<file path="config.mk">
export PLATFORM = sky130hd
export DESIGN_NAME = frame_fifo_write_multi
export DESIGN_NICKNAME = d
export VERILOG_FILES = /design/src/rtl/frame_wr_pkg.sv /design/src/rtl/frame_buf_sel.sv /design/src/rtl/frame_fifo_write_multi.sv
export SDC_FILE = /design/constraint.sdc
export NUM_CORES = 1
export LEC_CHECK = 0
export BUFFER_PORTS_ARGS = -buffer_cell sky130_fd_sc_hd__buf_2
export CAP_MARGIN = 30
export CORE_UTILIZATION = 50
export DETAILED_ROUTE_END_ITERATION = 7
export GPL_TIMING_DRIVEN = 0
export MAX_ROUTING_LAYER = met4
export PLACE_DENSITY = 0.78
export RECOVER_POWER = 100
export SLEW_MARGIN = 10
export SYNTH_ARGS = -nofsm -noshare
export SYNTH_HDL_FRONTEND = slang
export SYNTH_HIERARCHICAL = 1
export SYNTH_SLANG_ARGS = --single-unit
export TNS_END_PERCENT = 50
</file>
<file path="constraint.sdc">
create_clock -name mem_clk -period 9.29 [get_ports mem_clk]
set_input_delay 0.929 -clock mem_clk [delete_from_list [all_inputs] [get_ports mem_clk]]
set_output_delay 0.929 -clock mem_clk [all_outputs]
set_load 0.02 [all_outputs]
</file>
<file path="src/rtl/frame_wr_pkg.sv">
// Shared types and helpers for the frame-to-memory burst writer.
// Holds the controller state encoding and the burst-length clamp.
package frame_wr_pkg;

  typedef enum logic [2:0] {
    ST_IDLE,
    ST_CLEAR,
    ST_CHECK,
    ST_BURST,
    ST_BURST_END,
    ST_DONE
  } state_t;

  function automatic logic [63:0] min_u(input logic [63:0] a, input logic [63:0] b);
    return (a < b) ? a : b;
  endfunction

endpackage

</file>
<file path="src/rtl/frame_buf_sel.sv">
// Frame buffer rotation: next index after cur, skipping the reader's buffer.
// sel_index is combinational; cur_index updates on the cycle sel_en is high.
module frame_buf_sel #(
  parameter int NUM_BUFS = 3,
  parameter int IDX_W    = $clog2(NUM_BUFS)
) (
  input  logic             mem_clk,
  input  logic             rst_n,
  input  logic             sel_en,
  input  logic [IDX_W-1:0] rd_buf_index,
  output logic [IDX_W-1:0] sel_index,
  output logic [IDX_W-1:0] cur_index
);

  localparam logic [IDX_W-1:0] LAST = IDX_W'(NUM_BUFS - 1);

  logic [IDX_W-1:0] cur_q;
  logic [IDX_W-1:0] nxt;
  logic [IDX_W-1:0] alt;

  // With two buffers the skip wraps back onto cur, deliberately reusing it.
  always_comb begin
    nxt       = (cur_q == LAST) ? '0 : cur_q + 1'b1;
    alt       = (nxt == LAST) ? '0 : nxt + 1'b1;
    sel_index = (nxt == rd_buf_index) ? alt : nxt;
  end

  always_ff @(posedge mem_clk) begin
    if (!rst_n) begin
      cur_q <= LAST;
    end else if (sel_en) begin
      cur_q <= sel_index;
    end
  end

  assign cur_index = cur_q;

endmodule

</file>
<file path="src/rtl/frame_fifo_write_multi.sv">
// Drains the capture FIFO into rotating frame buffers via memory bursts; request one cycle after CHECK passes.
// Waits in CHECK until the FIFO holds a full burst; req/len/addr held stable until wr_burst_finish.
module frame_fifo_write_multi
  import frame_wr_pkg::*;
#(
  parameter int ADDR_BITS    = 28,
  parameter int BURST_BITS   = 10,
  parameter int BURST_SIZE   = 128,
  parameter int NUM_BUFS     = 3,
  parameter int CLEAR_CYCLES = 4,
  parameter int IDX_W        = $clog2(NUM_BUFS)
) (
  input  logic                  mem_clk,
  input  logic                  rst_n,
  input  logic                  frame_start,
  input  logic [ADDR_BITS-1:0]  frame_len,
  input  logic [ADDR_BITS-1:0]  base_addr,
  input  logic [ADDR_BITS-1:0]  buf_stride,
  input  logic [IDX_W-1:0]      rd_buf_index,
  input  logic                  proc_ready,
  input  logic [15:0]           fifo_rdusedw,
  output logic                  fifo_aclr,
  output logic                  wr_burst_req,
  output logic [BURST_BITS-1:0] wr_burst_len,
  output logic [ADDR_BITS-1:0]  wr_burst_addr,
  input  logic                  wr_burst_finish,
  output logic                  frame_done,
  output logic [IDX_W-1:0]      done_buf_index,
  output logic                  frame_drop,
  output logic                  busy
);

  localparam int CLR_W = (CLEAR_CYCLES > 1) ? $clog2(CLEAR_CYCLES) : 1;

  state_t                state, state_nxt;
  logic [ADDR_BITS-1:0]  len_q, len_d;
  logic [ADDR_BITS-1:0]  cnt_q, cnt_d;
  logic [ADDR_BITS-1:0]  rem;
  logic [BURST_BITS-1:0] blen;
  logic [CLR_W-1:0]      clr_q, clr_d;
  logic                  pending_q, pending_d;
  logic                  aclr_d, req_d, done_d, drop_d;
  logic [BURST_BITS-1:0] blen_d;
  logic [ADDR_BITS-1:0]  addr_d;
  logic [IDX_W-1:0]      didx_d;
  logic                  start_frame;
  logic                  sel_en;
  logic [IDX_W-1:0]      sel_index;
  logic [IDX_W-1:0]      cur_index;

  frame_buf_sel #(
    .NUM_BUFS (NUM_BUFS),
    .IDX_W    (IDX_W)
  ) u_buf_sel (
    .mem_clk      (mem_clk),
    .rst_n        (rst_n),
    .sel_en       (sel_en),
    .rd_buf_index (rd_buf_index),
    .sel_index    (sel_index),
    .cur_index    (cur_index)
  );

  assign rem  = len_q - cnt_q;
  assign blen = BURST_BITS'(min_u(64'(BURST_SIZE), 64'(rem)));
  assign busy = (state != ST_IDLE);

  always_comb begin
    state_nxt   = state;
    len_d       = len_q;
    cnt_d       = cnt_q;
    clr_d       = clr_q;
    pending_d   = pending_q;
    aclr_d      = fifo_aclr;
    req_d       = wr_burst_req;
    blen_d      = wr_burst_len;
    addr_d      = wr_burst_addr;
    done_d      = 1'b0;
    didx_d      = done_buf_index;
    drop_d      = 1'b0;
    sel_en      = 1'b0;
    start_frame = 1'b0;

    case (state)
      ST_IDLE: begin
        if (frame_start) start_frame = 1'b1;
      end
      ST_CLEAR: begin
        if (frame_start) begin
          start_frame = 1'b1;
        end else if (clr_q == CLR_W'(CLEAR_CYCLES - 1)) begin
          aclr_d    = 1'b0;
          state_nxt = ST_CHECK;
        end else begin
          clr_d = clr_q + 1'b1;
        end
      end
      ST_CHECK: begin
        if (frame_start) begin
          start_frame = 1'b1;
        end else if (rem == '0) begin
          state_nxt = ST_DONE;
        end else if (32'(fifo_rdusedw) >= 32'(blen)) begin
          blen_d    = blen;
          req_d     = 1'b1;
          state_nxt = ST_BURST;
        end
      end
      ST_BURST: begin
        // A new frame cannot cut a burst short; remember it for BURST_END.
        if (frame_start) pending_d = 1'b1;
        if (wr_burst_finish) begin
          req_d     = 1'b0;
          cnt_d     = cnt_q + ADDR_BITS'(wr_burst_len);
          addr_d    = wr_burst_addr + ADDR_BITS'(wr_burst_len);
          state_nxt = ST_BURST_END;
        end
      end
      ST_BURST_END: begin
        if (frame_start || pending_q) begin
          start_frame = 1'b1;
        end else if (cnt_q >= len_q) begin
          state_nxt = ST_DONE;
        end else begin
          state_nxt = ST_CHECK;
        end
      end
      ST_DONE: begin
        state_nxt = ST_IDLE;
      end
      default: state_nxt = ST_IDLE;
    endcase

    // Fresh start and mid-frame abort share one path; an abort always reports a drop.
    if (start_frame) begin
      pending_d = 1'b0;
      if (proc_ready) begin
        sel_en    = 1'b1;
        len_d     = frame_len;
        cnt_d     = '0;
        addr_d    = base_addr + buf_stride * ADDR_BITS'(sel_index);
        clr_d     = '0;
        aclr_d    = 1'b1;
        drop_d    = (state != ST_IDLE);
        state_nxt = ST_CLEAR;
      end else begin
        aclr_d    = 1'b0;
        drop_d    = 1'b1;
        state_nxt = ST_IDLE;
      end
    end

    // frame_done is high for exactly the cycle spent in DONE.
    if (state_nxt == ST_DONE && state != ST_DONE) begin
      done_d = 1'b1;
      didx_d = cur_index;
    end
  end

  always_ff @(posedge mem_clk) begin
    if (!rst_n) begin
      state          <= ST_IDLE;
      len_q          <= '0;
      cnt_q          <= '0;
      clr_q          <= '0;
      pending_q      <= 1'b0;
      fifo_aclr      <= 1'b0;
      wr_burst_req   <= 1'b0;
      wr_burst_len   <= '0;
      wr_burst_addr  <= '0;
      frame_done     <= 1'b0;
      done_buf_index <= '0;
      frame_drop     <= 1'b0;
    end else begin
      state          <= state_nxt;
      len_q          <= len_d;
      cnt_q          <= cnt_d;
      clr_q          <= clr_d;
      pending_q      <= pending_d;
      fifo_aclr      <= aclr_d;
      wr_burst_req   <= req_d;
      wr_burst_len   <= blen_d;
      wr_burst_addr  <= addr_d;
      frame_done     <= done_d;
      done_buf_index <= didx_d;
      frame_drop     <= drop_d;
    end
  end

endmodule

</file>
==> metrics, run 1 <==
Die ar.=roughly 21000 µm²; pwr dens=122 nW/µm²; DR vias=10398; post-DP HPWL=24300 µm; Worst-Margin Slew=1.03 ns; Most used DFF post-synth=dfxtp_1; drt pass-1 iters=6; CP Data Arrival Time=7.14 ns; mapped cell area=~10000 µm²; cell family with the largest share of critical-path delay=compound AO/OA/AOI/OAI gates; switching share of total power=0.365; Clock Tree Buf Depth=2; peak supply drop=~66 µV; first-pass GRT wire length=roughly 48000 µm; Reg2Reg Setup Slack=2.45 ns; final worst slack=2.45 ns; Synthesis Warnings=6; gr usage total=0.307; vias per cell=5.76; FP Rows=51; RSZ-0062 raised after global routing=false; NetSw=between 0.5 and 0.6 mW; Int Pwr=~0.89 mW; Clock Skew=0.0133 ns; Worst R2R Path Depth=23; Clk pwr share=0.305; Mapped Cells=1372; post-route ant nets=0; post-CTS setup buffer count=0; Root Driver=clkbuf_16; Buf/Inv on CP=3; worst reg2reg path endpoint=wr_burst_len[8]$_SDFFE_PN0P_; Skew-Pair Late Insertion Delay=0.37 ns; core area=19700 µm²; final setup violation count=0; # clock sinks=~110; die width=145 µm; final period utilization=0.736; Port Buffers=151; largest net degree at the start of global routing=20; sequential-to-total area share from yosys stat=0.212; crit path launch=cnt_q[1]$_SDFF_PN0_; Fmax=146 MHz; Tmin final=6.84 ns; worst-path fanout max=9; r2r startpoint=cnt_q[1]$_SDFF_PN0_; Synth cell types=85; DRC=0; Crit path largest cell delay=0.84 ns; Final Power=1.40 mW; CTS tree=built; clock buffer count from CTS=9; clk slew on worst S/H paths=0.08 ns; Post-Route WL=30200 µm; number of global-route vias before repair=a little under 10000; share of cells above drive strength 1=0.105; WP depth=23; crit path max-delay cell type=nor4_1; WP data required=9.59 ns; WL per Instance=16.7 µm; Hold Fails Final Rpt=0; status=completed; number of synthesized register bits=108; worst-path cell chain=inv_1 -> ha_1 -> nor2b_1 -> o2111ai_1 -> a311oi_1 -> o21ai_0 -> a21oi_1 -> mux2i_1 -> nor4_1 -> and2_2 -> clkbuf_1 -> nand4b_1 -> inv_1 -> ha_1 -> nand2b_1 -> a21oi_1 -> o21ai_0 -> a221oi_1 -> o21a_1 -> nor2_1 -> and2_0 -> a21oi_1 -> and2_0; min-delay worst type=flip-flop to flip-flop; Seq pwr share=0.355; Slew Viols, Final=0; grt total ovfl=0; ys async rst share=0; setup TNS=0 ns; Initial Utilization=0.516; final net count=1757; cell leakage power=5.08 nW; initial antenna violation count=1; CP endpoint=wr_burst_len[8]$_SDFFE_PN0P_; Hold Buf Count CTS=0; worst slack, placed=3.03 ns; Most Frequent Cell on Critical Path=a21oi_1; die height=around 140 µm; CP endpoint kind=flip-flop; area growth from synthesis to layout=13.1%; io pins=152; max-cap violation count=0; combinational share of power=0.340; CTS resizes=0; synthesized area per cell=about 7.4 µm²; relative slew slack=0.309; crit path kind=flip-flop to flip-flop; First DRT Iteration DRCs=just over 800; H-tree depth=3; Post-synth EDFFs=0; gpl congestion=0.950; CP startpoint kind=flip-flop
[stage by stage]
stage,hold slack [ns],utilization,cells,area [µm²]
after CTS,0.465,0.588,1805,11600
after detailed placement,0.454,0.572,1789,11300
after global placement,0.445,0.572,1789,11300
after floorplan,0.436,-,1373,10200
after global routing,0.484,0.584,1806,11500
final,0.465,0.584,1806,11500
[synth_stat cells (4+ instances only)]
library cell  number  area, µm²
a211o_1            6       52.6
a211oi_1          29        218
a21o_1            26        195
a21oi_1          110        551
a311oi_1           8       70.1
a31oi_1           11       68.8
and2_1            12       75.1
and3_1            10       62.6
and4_1             4       35.0
buf_1              6       22.5
buf_2              8       40.0
clkbuf_1          41        154
dfxtp_1          108       2160
fa_1              30        601
ha_1              85       1060
inv_1            144        541
mux2i_1            8       80.1
nand2_1          219        822
nand2b_1          14       87.6
nand3_1           43        215
nand3b_1           4       30.0
nand4_1           24        150
nand4b_1           4       35.0
nor2_1            77        289
nor2b_1           15       93.8
nor3_1            36        180
nor3b_1            4       30.0
nor4_1            13       81.3
o2111ai_1          7       61.3
o211a_1            4       40.0
o211ai_1          11       82.6
o21a_1            14        105
o21ai_0           42        210
o21bai_1          10       75.1
o22ai_1            5       31.3
o2bb2ai_1          6       52.6
o31a_1             4       35.0
o31ai_1            9       67.6
or2_2              7       43.8
or3_1             12       75.1
or4_1              6       45.0
xnor2_1           45        394
xor2_1            26        228
[cell type report]
cell class | count | area [µm²]
flip-flops and latches | 108 | 2160
plain buffers | 56 | 223
multi-input cells | 1063 | 7230
inverters | 146 | 548
fillers | 1881 | 8210
repair buffers | 151 | 697
diodes | 1 | 2.50
clock inverters | 6 | 77.6
clock buffers | 10 | 239
well taps | 265 | 332
[how the worst min path moves through the flow]
stage                            from                endpoint  slack [ns]  depth (start not counted)
6_report        len_q[7]$_SDFFE_PN0P_   len_q[7]$_SDFFE_PN0P_        0.47                          2
2_1_floorplan   len_q[0]$_SDFFE_PN0P_   len_q[0]$_SDFFE_PN0P_        0.44                          2
5_1_grt        len_q[21]$_SDFFE_PN0P_  len_q[21]$_SDFFE_PN0P_        0.48                          2
3_3_place_gp    len_q[0]$_SDFFE_PN0P_   len_q[0]$_SDFFE_PN0P_        0.45                          2
4_1_cts        len_q[21]$_SDFFE_PN0P_  len_q[21]$_SDFFE_PN0P_        0.46                          2
3_5_place_dp   len_q[21]$_SDFFE_PN0P_  len_q[21]$_SDFFE_PN0P_        0.45                          2
[metal layers]
| layer | track usage | vias to the layer above | part of all wire |
|---|---|---|---|
| met5 | - | - | 0 |
| met4 | 0.106 | 0 | 0.029 |
| met3 | 0.0313 | 57 | 0.060 |
| met2 | 0.512 | 359 | 0.47 |
| met1 | 0.386 | 4838 | 0.44 |
| li1 | - | 5144 | - |
[kinds of logic (layout without fill, tap and decap cells)]
family | after synthesis | in the layout | synth area share
mux | 11 | 11 | 0.0112
fa+ha+maj | 116 | 116 | 0.164
buf+inv | 202 | 369 | 0.0758
simple gates | 524 | 524 | 0.250
other cells | 1 | 3 | 0.000368
compound gates | 339 | 339 | 0.224
flops | 108 | 108 | 0.212
xor+xnor | 71 | 71 | 0.0611
[power groups by stage]
stage | clock [mW] | combinational (mW) | sequential [mW]
floorplan | 0 | 0.332 | 0.518
global placement | 0 | 0.470 | 0.508
detailed placement | 0 | 0.473 | 0.508
CTS | 0.431 | 0.476 | 0.497
global route | 0.445 | 0.531 | 0.500
finish | 0.428 | 0.476 | 0.498
[state kept, by name (all words and copies together), names as in the netlist]
signal               cells
wr_burst_addr           28
wr_burst_len            10
frame_drop               1
len_q                   28
wr_burst_req             1
done_buf_index           2
frame_done               1
u_buf_sel/cur_index      2
clr_q                    2
fifo_aclr                1
state                    3
cnt_q                   28
pending_q                1
[cell usage in the layout (no fill, tap or decap), types with 5 or more instances in the layout]
cell	Yosys	layout
nor4_1	13	14
nand2b_1	14	14
inv_1	144	145
nand2_1	219	219
or4_1	6	6
nor3_1	36	36
o21a_1	14	14
and2_1	12	8
or2_2	7	7
mux2i_1	8	8
o31ai_1	9	9
o211ai_1	11	11
ha_1	85	85
fa_1	30	30
and3_1	10	10
o21bai_1	10	10
xnor2_1	45	45
o2bb2ai_1	6	6
nor2b_1	15	16
a21oi_1	110	111
buf_2	8	111
o22ai_1	5	5
nor2_1	77	77
a31oi_1	11	11
clkbuf_1	41	94
a211oi_1	29	29
a311oi_1	8	8
xor2_1	26	26
nand4_1	24	24
o2111ai_1	7	7
or3_1	12	12
clkbuf_16	0	9
o21ai_0	42	42
a211o_1	6	6
dfxtp_1	108	108
a21o_1	26	26
nand3_1	43	43
[tightest hold or removal path: cells and delay by family, from the launching register on]
kind               cells  cell delay, ns
AOI/OAI and AO/OA      1            0.05
DFF                    1            0.32
and+or+nand+nor        1            0.05
No activity file was read; power rests on OpenSTA's default activity.
==> run 2: changes to the inputs <==
ABC_AREA = 1   (was not set)
PLACE_DENSITY = 0.81   (was 0.78)
clock period = 5.9 ns   (was 9.29 ns; I/O delays follow)
==> run 2 against run 1 <==
Net effect: maximum frequency up 34%; power up 64%; via count up 9.4%; sequential share of layout area down 0.78 points; die area up 5.2%; synthesized cell count up 25%; critical path type unchanged; critical endpoint is now done_buf_index[1]$_SDFFE_PN0P_; largest cell class unchanged; highest routed layer unchanged.
==> metrics, run 2 <==
drt pass-1 iters=5 (-1); clock buffer count from CTS=9 (unchanged); Buf/Inv on CP=4 (+1); largest net degree at the start of global routing=21 (+5.0%); cell family with the largest share of critical-path delay=simple AND/OR/NAND/NOR gates; final net count=2106 (+20%); Post-synth EDFFs=0 (unchanged); Synthesis Warnings=6 (unchanged); max-cap violation count=0 (unchanged); combinational share of power=0.372 (+0.032); mux contribution to synthesized area=0.00187 (-0.00932); RSZ-0062 raised after global routing=false; gr usage total=0.298 (-0.00874); post-CTS setup buffer count=0 (unchanged); most frequent cells in the layout=nand2_1, inv_1, nor2_1, a21oi_1, nand3_1; setup TNS=0 ns (unchanged); Clock Tree Buf Depth=2 (unchanged); first-pass GRT wire length=50000 µm (+3.2%); Antenna Cells=0 (-1); NetSw=0.910 mW (+78%); DR vias=11380 (+9.4%); vias per cell=5.26 (-8.7%); Post-DP Area=11800 µm² (+4.9%); worst-path fanout max=6 (-3); Synth Area in Adders=0.155 (-0.00915); Synth Area in XOR/XNOR=0.0358 (-0.0252); gpl congestion=0.976 (+2.7%); mapped cell area=10700 µm² (+5.3%); First DRT Iteration DRCs=705 (-13%); Compound-Gate Fraction of Synth Area=0.142 (-0.0824); die width=148 µm (+2.6%); Reg2Reg Setup Slack=0.79 ns (-1.66 ns); Skew-Pair Late Insertion Delay=0.37 ns (about the same); layout filler cell count=2132 (+13%); Initial Utilization=0.510 (-0.00654); GR peak layer=met2; post-DP HPWL=26200 µm (+7.6%); DRC=0 (unchanged); switching share of total power=0.395 (+0.0303); Clk pwr share=0.285 (-0.020); Synth top area share=0.202 (-0.0106); peak supply drop=156 µV (+140%); synthesized area per cell=6.23 µm² (-16%); final setup violation count=0 (unchanged); sequential-to-total area share from yosys stat=0.202 (-0.0106); CTS resizes=0 (unchanged); status=completed; pwr dens=192 nW/µm² (+57%); CP endpoint kind=flip-flop; Seq pwr share=0.342 (-0.013); CP Data Arrival Time=5.38 ns (-1.76 ns); Synth cell types=55 (-35%); number of global-route vias before repair=10468 (+7.4%); Int Pwr=1.39 mW (+56%); io pins=152 (unchanged); crit path max-delay cell type=a21oi_1; M2 GR Usage=0.499 (-0.0136); cell leakage power=6.16 nW (+21%); number of synthesized register bits=108 (unchanged); ys async rst share=0 (unchanged); GR Util met3=0.0359 (+0.00463); grt total ovfl=0 (unchanged); top cell type by total area after synthesis=dfxtp_1; WL per Instance=14.4 µm (-14%); Port Buffers=151 (unchanged); Post-Route WL=31200 µm (+3.6%); commonest non-fill, non-tap cell in the layout=nand2_1; share of cells above drive strength 1=0.107 (+0.00292); Slew Viols, Final=0 (unchanged); relative slew slack=0.454 (+0.145); die height=148 µm (+2.6%); simple-gate portion of the synthesized area=0.339 (+0.0884); Final Core Density=0.571 (-0.0126); cell area after layout=12000 µm² (+4.3%); Hold Buf Count CTS=0 (unchanged); min-delay worst type=primary input to flip-flop; Mapped Cells=1721 (+25%); Post-synth top cells=nand2_1, inv_1, nor2_1, a21oi_1, nand3_1; CTS tree=built; Worst-Margin Slew=0.816 ns (-0.210 ns); Most used DFF post-synth=dfxtp_1; cell with the most instances after synthesis=nand2_1; core area=21000 µm² (+6.6%); post-route ant nets=0 (unchanged); H-tree depth=3 (unchanged); Die ar.=22000 µm² (+5.2%); Tmin final=5.11 ns (-1.73 ns); Fmax=196 MHz (+34%); Clock Skew=0.0125 ns (-0.000788 ns); Root Driver=clkbuf_16; biggest regs=cnt_q: 28 flops, len_q: 28 flops, wr_burst_addr: 28 flops; main combinational cell family by area after synthesis=simple AND/OR/NAND/NOR gates; initial antenna violation count=0 (-1); area growth from synthesis to layout=12.0%; met1 usage=0.350 (-0.0360); Most Frequent Cell on Critical Path=nand2_1; Crit path largest cell delay=0.54 ns (-0.30 ns); crit path kind=flip-flop to flip-flop; CP startpoint kind=flip-flop; WP data required=6.17 ns (-3.42 ns); final period utilization=0.867 (+0.130); largest cells by area after synthesis=dfxtp_1, nand2_1, inv_1, ha_1, a21oi_1; FP Rows=53 (+3.9%); # clock sinks=108 (unchanged); Hold Fails Final Rpt=0 (unchanged); clk slew on worst S/H paths=0.08 ns (about the same)
## run 2: changes by cell type after synthesis, sizes merged, moves of 13 or more
cell / previous run / this run
inv: 145 / 317
nand2b: 14 / 0
o21ai: 46 / 79
a21oi: 114 / 139
or3: 13 / 0
clkbuf: 41 / 23
a211oi: 29 / 8
xnor2: 45 / 12
nor2b: 16 / 0
nand2: 221 / 484
a21o: 26 / 4
nor2: 77 / 167
nor4: 16 / 3
nand3: 44 / 116
## run 2: power groups by stage
stage                     logic (mW)  clock network (mW)  registers (mW)
after floorplan                0.606                   0           0.816
after global placement         0.840                   0           0.804
after detailed placement       0.857                   0           0.804
after CTS                      0.862               0.666           0.787
after global routing           0.976               0.700           0.791
final                          0.857               0.657           0.788
## run 2: kinds of logic (layout without fill, tap and decap cells)
group / count (synthesis) / after routing
buffers and inverters: 351 / 518
AO/OA/AOI/OAI: 267 / 267
flip-flops: 108 / 108
XOR/XNOR: 43 / 43
AND/OR/NAND/NOR: 834 / 834
other: 1 / 2
adder cells (fa/ha/maj): 115 / 115
multiplexers: 2 / 2
## run 2: layout make-up
class                   count  area (µm²)  area share
plain buffers              31         118     0.00980
clock buffers               9         225      0.0188
clock inverters             7        93.8     0.00782
inverters                 320        1200       0.100
multi-input cells        1263        7160       0.597
flip-flops and latches    108        2160       0.180
well taps                 275         344      0.0287
repair buffers            151         698      0.0582
## run 2: per-layer routing
layer,up-vias,wire length [µm]
met2,333,14600
met4,0,1440
met1,5163,13300
li1,5800,-
met5,-,0
met3,84,1920
## run 2: worst min-delay path, cell delays in order
cell,delay [ns]
buf_2,0.07
nand3_1,0.06
nand2_1,0.06
## run 2: stage by stage
stage | power (mW) | worst slack (ns) | cells | hold slack, ns
final | 2.30 | 0.787 | 2164 | 0.438
after global placement | 1.64 | 0.876 | 2148 | 0.441
after detailed placement | 1.66 | 0.780 | 2148 | 0.443
after floorplan | 1.42 | 2.00 | 1722 | 0.425
after CTS | 2.32 | 1.06 | 2164 | 0.433
after global routing | 2.47 | 0.320 | 2164 | 0.442
## run 2: final timing paths
| check | startpoint | endpoint | depth (start not counted) |
|---|---|---|---|
| max | len_q[0]$_SDFFE_PN0P_ | done_buf_index[1]$_SDFFE_PN0P_ | 33 |
| min | frame_len[27] | len_q[27]$_SDFFE_PN0P_ | 3 |
| max reg2reg | len_q[0]$_SDFFE_PN0P_ | done_buf_index[1]$_SDFFE_PN0P_ | 33 |
| min reg2reg | len_q[22]$_SDFFE_PN0P_ | len_q[22]$_SDFFE_PN0P_ | 2 |
==> run 3: changes to the inputs <==
CORE_UTILIZATION = 54   (was 50)
HOLD_SLACK_MARGIN = 0.06   (was not set)
PLACE_DENSITY = 0.86   (was 0.81)
REMOVE_ABC_BUFFERS = 1   (was not set)
==> run 3 against run 2 <==
Net effect: the run now ends with max-capacitance violations, max-slew violations left; largest power group unchanged; sequential power barely moved; sequential share of layout area about the same; sequential cell count did not move; highest routed layer unchanged.
==> metrics, run 3 (synthesis gave the netlist of run 2 again) <==
DR vias=11053 (-2.9%); cell leakage power=6.18 nW (+0.30%); peak supply drop=136 µV (-13%); share of cells above drive strength 1=0.114 (+0.00627); Post-Route WL=28700 µm (-8.1%); most frequent cells in the layout=nand2_1, inv_1, nor2_1, a21oi_1, nand3_1; non-filler cells, final=2129 (-1.6%); post-route ant nets=0 (unchanged); Final Core Density=0.616 (+0.0451); status=complete, but fails checks; min-delay worst type=primary input to flip-flop; number of global-route vias before repair=10134 (-3.2%); Worst R2R Path Depth=23 (-30%); crit path kind=flip-flop to flip-flop; vias per cell=5.19 (-1.3%); largest net degree at the start of global routing=54 (+160%); relative slew slack=-0.375 (-0.829); die height=143 µm (-3.7%); Worst-Margin Slew=2.05 ns (+1.24 ns); DRC=0 (unchanged); WP data required=6.21 ns (+0.04 ns); gr usage total=0.290 (-0.00773); drt pass-1 iters=5 (unchanged); Tmin final=5.07 ns (-0.0452 ns); final period utilization=0.859 (-0.00765); Final Power=2.30 mW (-0.24%); WL per Instance=13.5 µm (-6.5%); worst-path fanout max=24 (+18); final setup violation count=0 (unchanged); cell area after layout=12000 µm² (-0.10%); r2r startpoint=u_buf_sel/cur_index[0]$_SDFFE_PN0P_; final worst slack=0.832 ns (+0.0452 ns); Root Driver=clkbuf_16; hold_sp=frame_len[19]; worst hold slack=0.440 ns (+0.00135 ns); Port Buffers=151 (unchanged); RSZ-0062 raised after global routing=false; CP startpoint kind=flip-flop; die width=143 µm (-3.7%); FP Rows=51 (-3.8%); failing checks=max-capacitance violations, max-slew violations; # clock sinks=108 (unchanged); area growth from synthesis to layout=11.9%; core area=19500 µm² (-7.4%); worst reg2reg path endpoint=wr_burst_addr[19]$_SDFF_PN0_; Slew Viols, Final=30 (+30); CTS tree=built; grt total ovfl=0 (unchanged); Die ar.=20400 µm² (-7.3%); Post-DP Area=11700 µm² (-0.78%); Hold Buf Count CTS=0 (unchanged); max-cap violation count=1 (+1); Hold Fails Final Rpt=0 (unchanged); CP Data Arrival Time=5.38 ns (about the same); Fmax=197 MHz (+0.89%); post-DP HPWL=23100 µm (-12%); first-pass GRT wire length=46000 µm (-8.0%); clock buffer count from CTS=9 (unchanged); H-tree depth=3 (unchanged); CTS resizes=0 (unchanged); pwr dens=192 nW/µm² (-0.14%); hold endpoint=len_q[19]$_SDFFE_PN0P_; Initial Utilization=0.551 (+0.0408); Skew-Pair Late Insertion Delay=0.37 ns (about the same); initial antenna violation count=0 (unchanged); First DRT Iteration DRCs=593 (-16%); clk slew on worst S/H paths=0.08 ns (about the same); Clock Skew=0.00984 ns (-0.00262 ns); post-CTS setup buffer count=0 (unchanged); Clock Tree Buf Depth=2 (unchanged); final net count=2081 (-1.2%); worst slack, placed=1.02 ns (+0.238 ns); gpl congestion=0.954 (-2.3%); io pins=152 (unchanged); Antenna Cells=0 (unchanged); CP endpoint kind=flip-flop; placed cell count=2109 (-1.8%); Hold Path Depth=3 (unchanged); biggest regs=cnt_q: 28 flops, len_q: 28 flops, wr_burst_addr: 28 flops; Reg2Reg Setup Slack=0.83 ns (+0.05 ns); layout filler cell count=1901 (-11%); commonest non-fill, non-tap cell in the layout=nand2_1; setup TNS=0 ns (unchanged)
-- run 3: cell type report --
type                            instances  area (µm²)  share of cell area
Clock inverter                          7         105             0.00876
Sequential cell                       108        2160               0.180
Multi-Input combinational cell       1263        7170               0.597
Tap cell                              265         332              0.0276
Timing Repair Buffer                  157         801              0.0668
Inverter                              320        1200               0.100
Clock buffer                            9         225              0.0188
-- run 3: report_power, final --
part | total (mW) | switching, mW | internal (mW)
clock network | 0.667 | 0.322 | 0.344
registers | 0.787 | 0.0296 | 0.758
logic | 0.843 | 0.546 | 0.297
total | 2.30 | 0.898 | 1.40
-- run 3: worst max path at each step --
stage	startpoint	endpoint	slack, ns	depth (start not counted)
floorplan	rd_buf_index[0]	wr_burst_addr[17]$_SDFF_PN0_	1.50	19
finish	u_buf_sel/cur_index[0]$_SDFFE_PN0P_	wr_burst_addr[19]$_SDFF_PN0_	0.83	23
global placement	rd_buf_index[0]	wr_burst_addr[19]$_SDFF_PN0_	0.48	22
detailed placement	rd_buf_index[1]	wr_burst_addr[19]$_SDFF_PN0_	1.02	26
global route	u_buf_sel/cur_index[0]$_SDFFE_PN0P_	wr_burst_addr[19]$_SDFF_PN0_	0.56	23
CTS	u_buf_sel/cur_index[1]$_SDFFE_PN1P_	wr_burst_addr[19]$_SDFF_PN0_	1.26	24
-- run 3: metal layers --
layer | track usage | wire length [µm]
met1 | 0.337 | 12400
met2 | 0.509 | 14200
met3 | 0.0302 | 1310
met4 | 0.121 | 806
met5 | - | 0
-- run 3: critical path: stages (launching register included) --
cell and delay [ns]:
dfxtp_1 0.38, inv_1 0.11, nand3_1 0.11, o21ai_0 0.62, buf_8 0.27, nand2_1 0.09
fa_1 0.45, inv_1 0.07, ha_1 0.15, inv_1 0.06, fa_1 0.40, o21ai_0 0.56
a21oi_1 0.16, o21ai_0 0.29, a21oi_1 0.14, o21ai_0 0.19, inv_1 0.13, nor2_1 0.18
nor3_1 0.06, o21ai_0 0.32, nand2_1 0.10, nand2_1 0.07, nand2_1 0.05, nand2_1 0.05
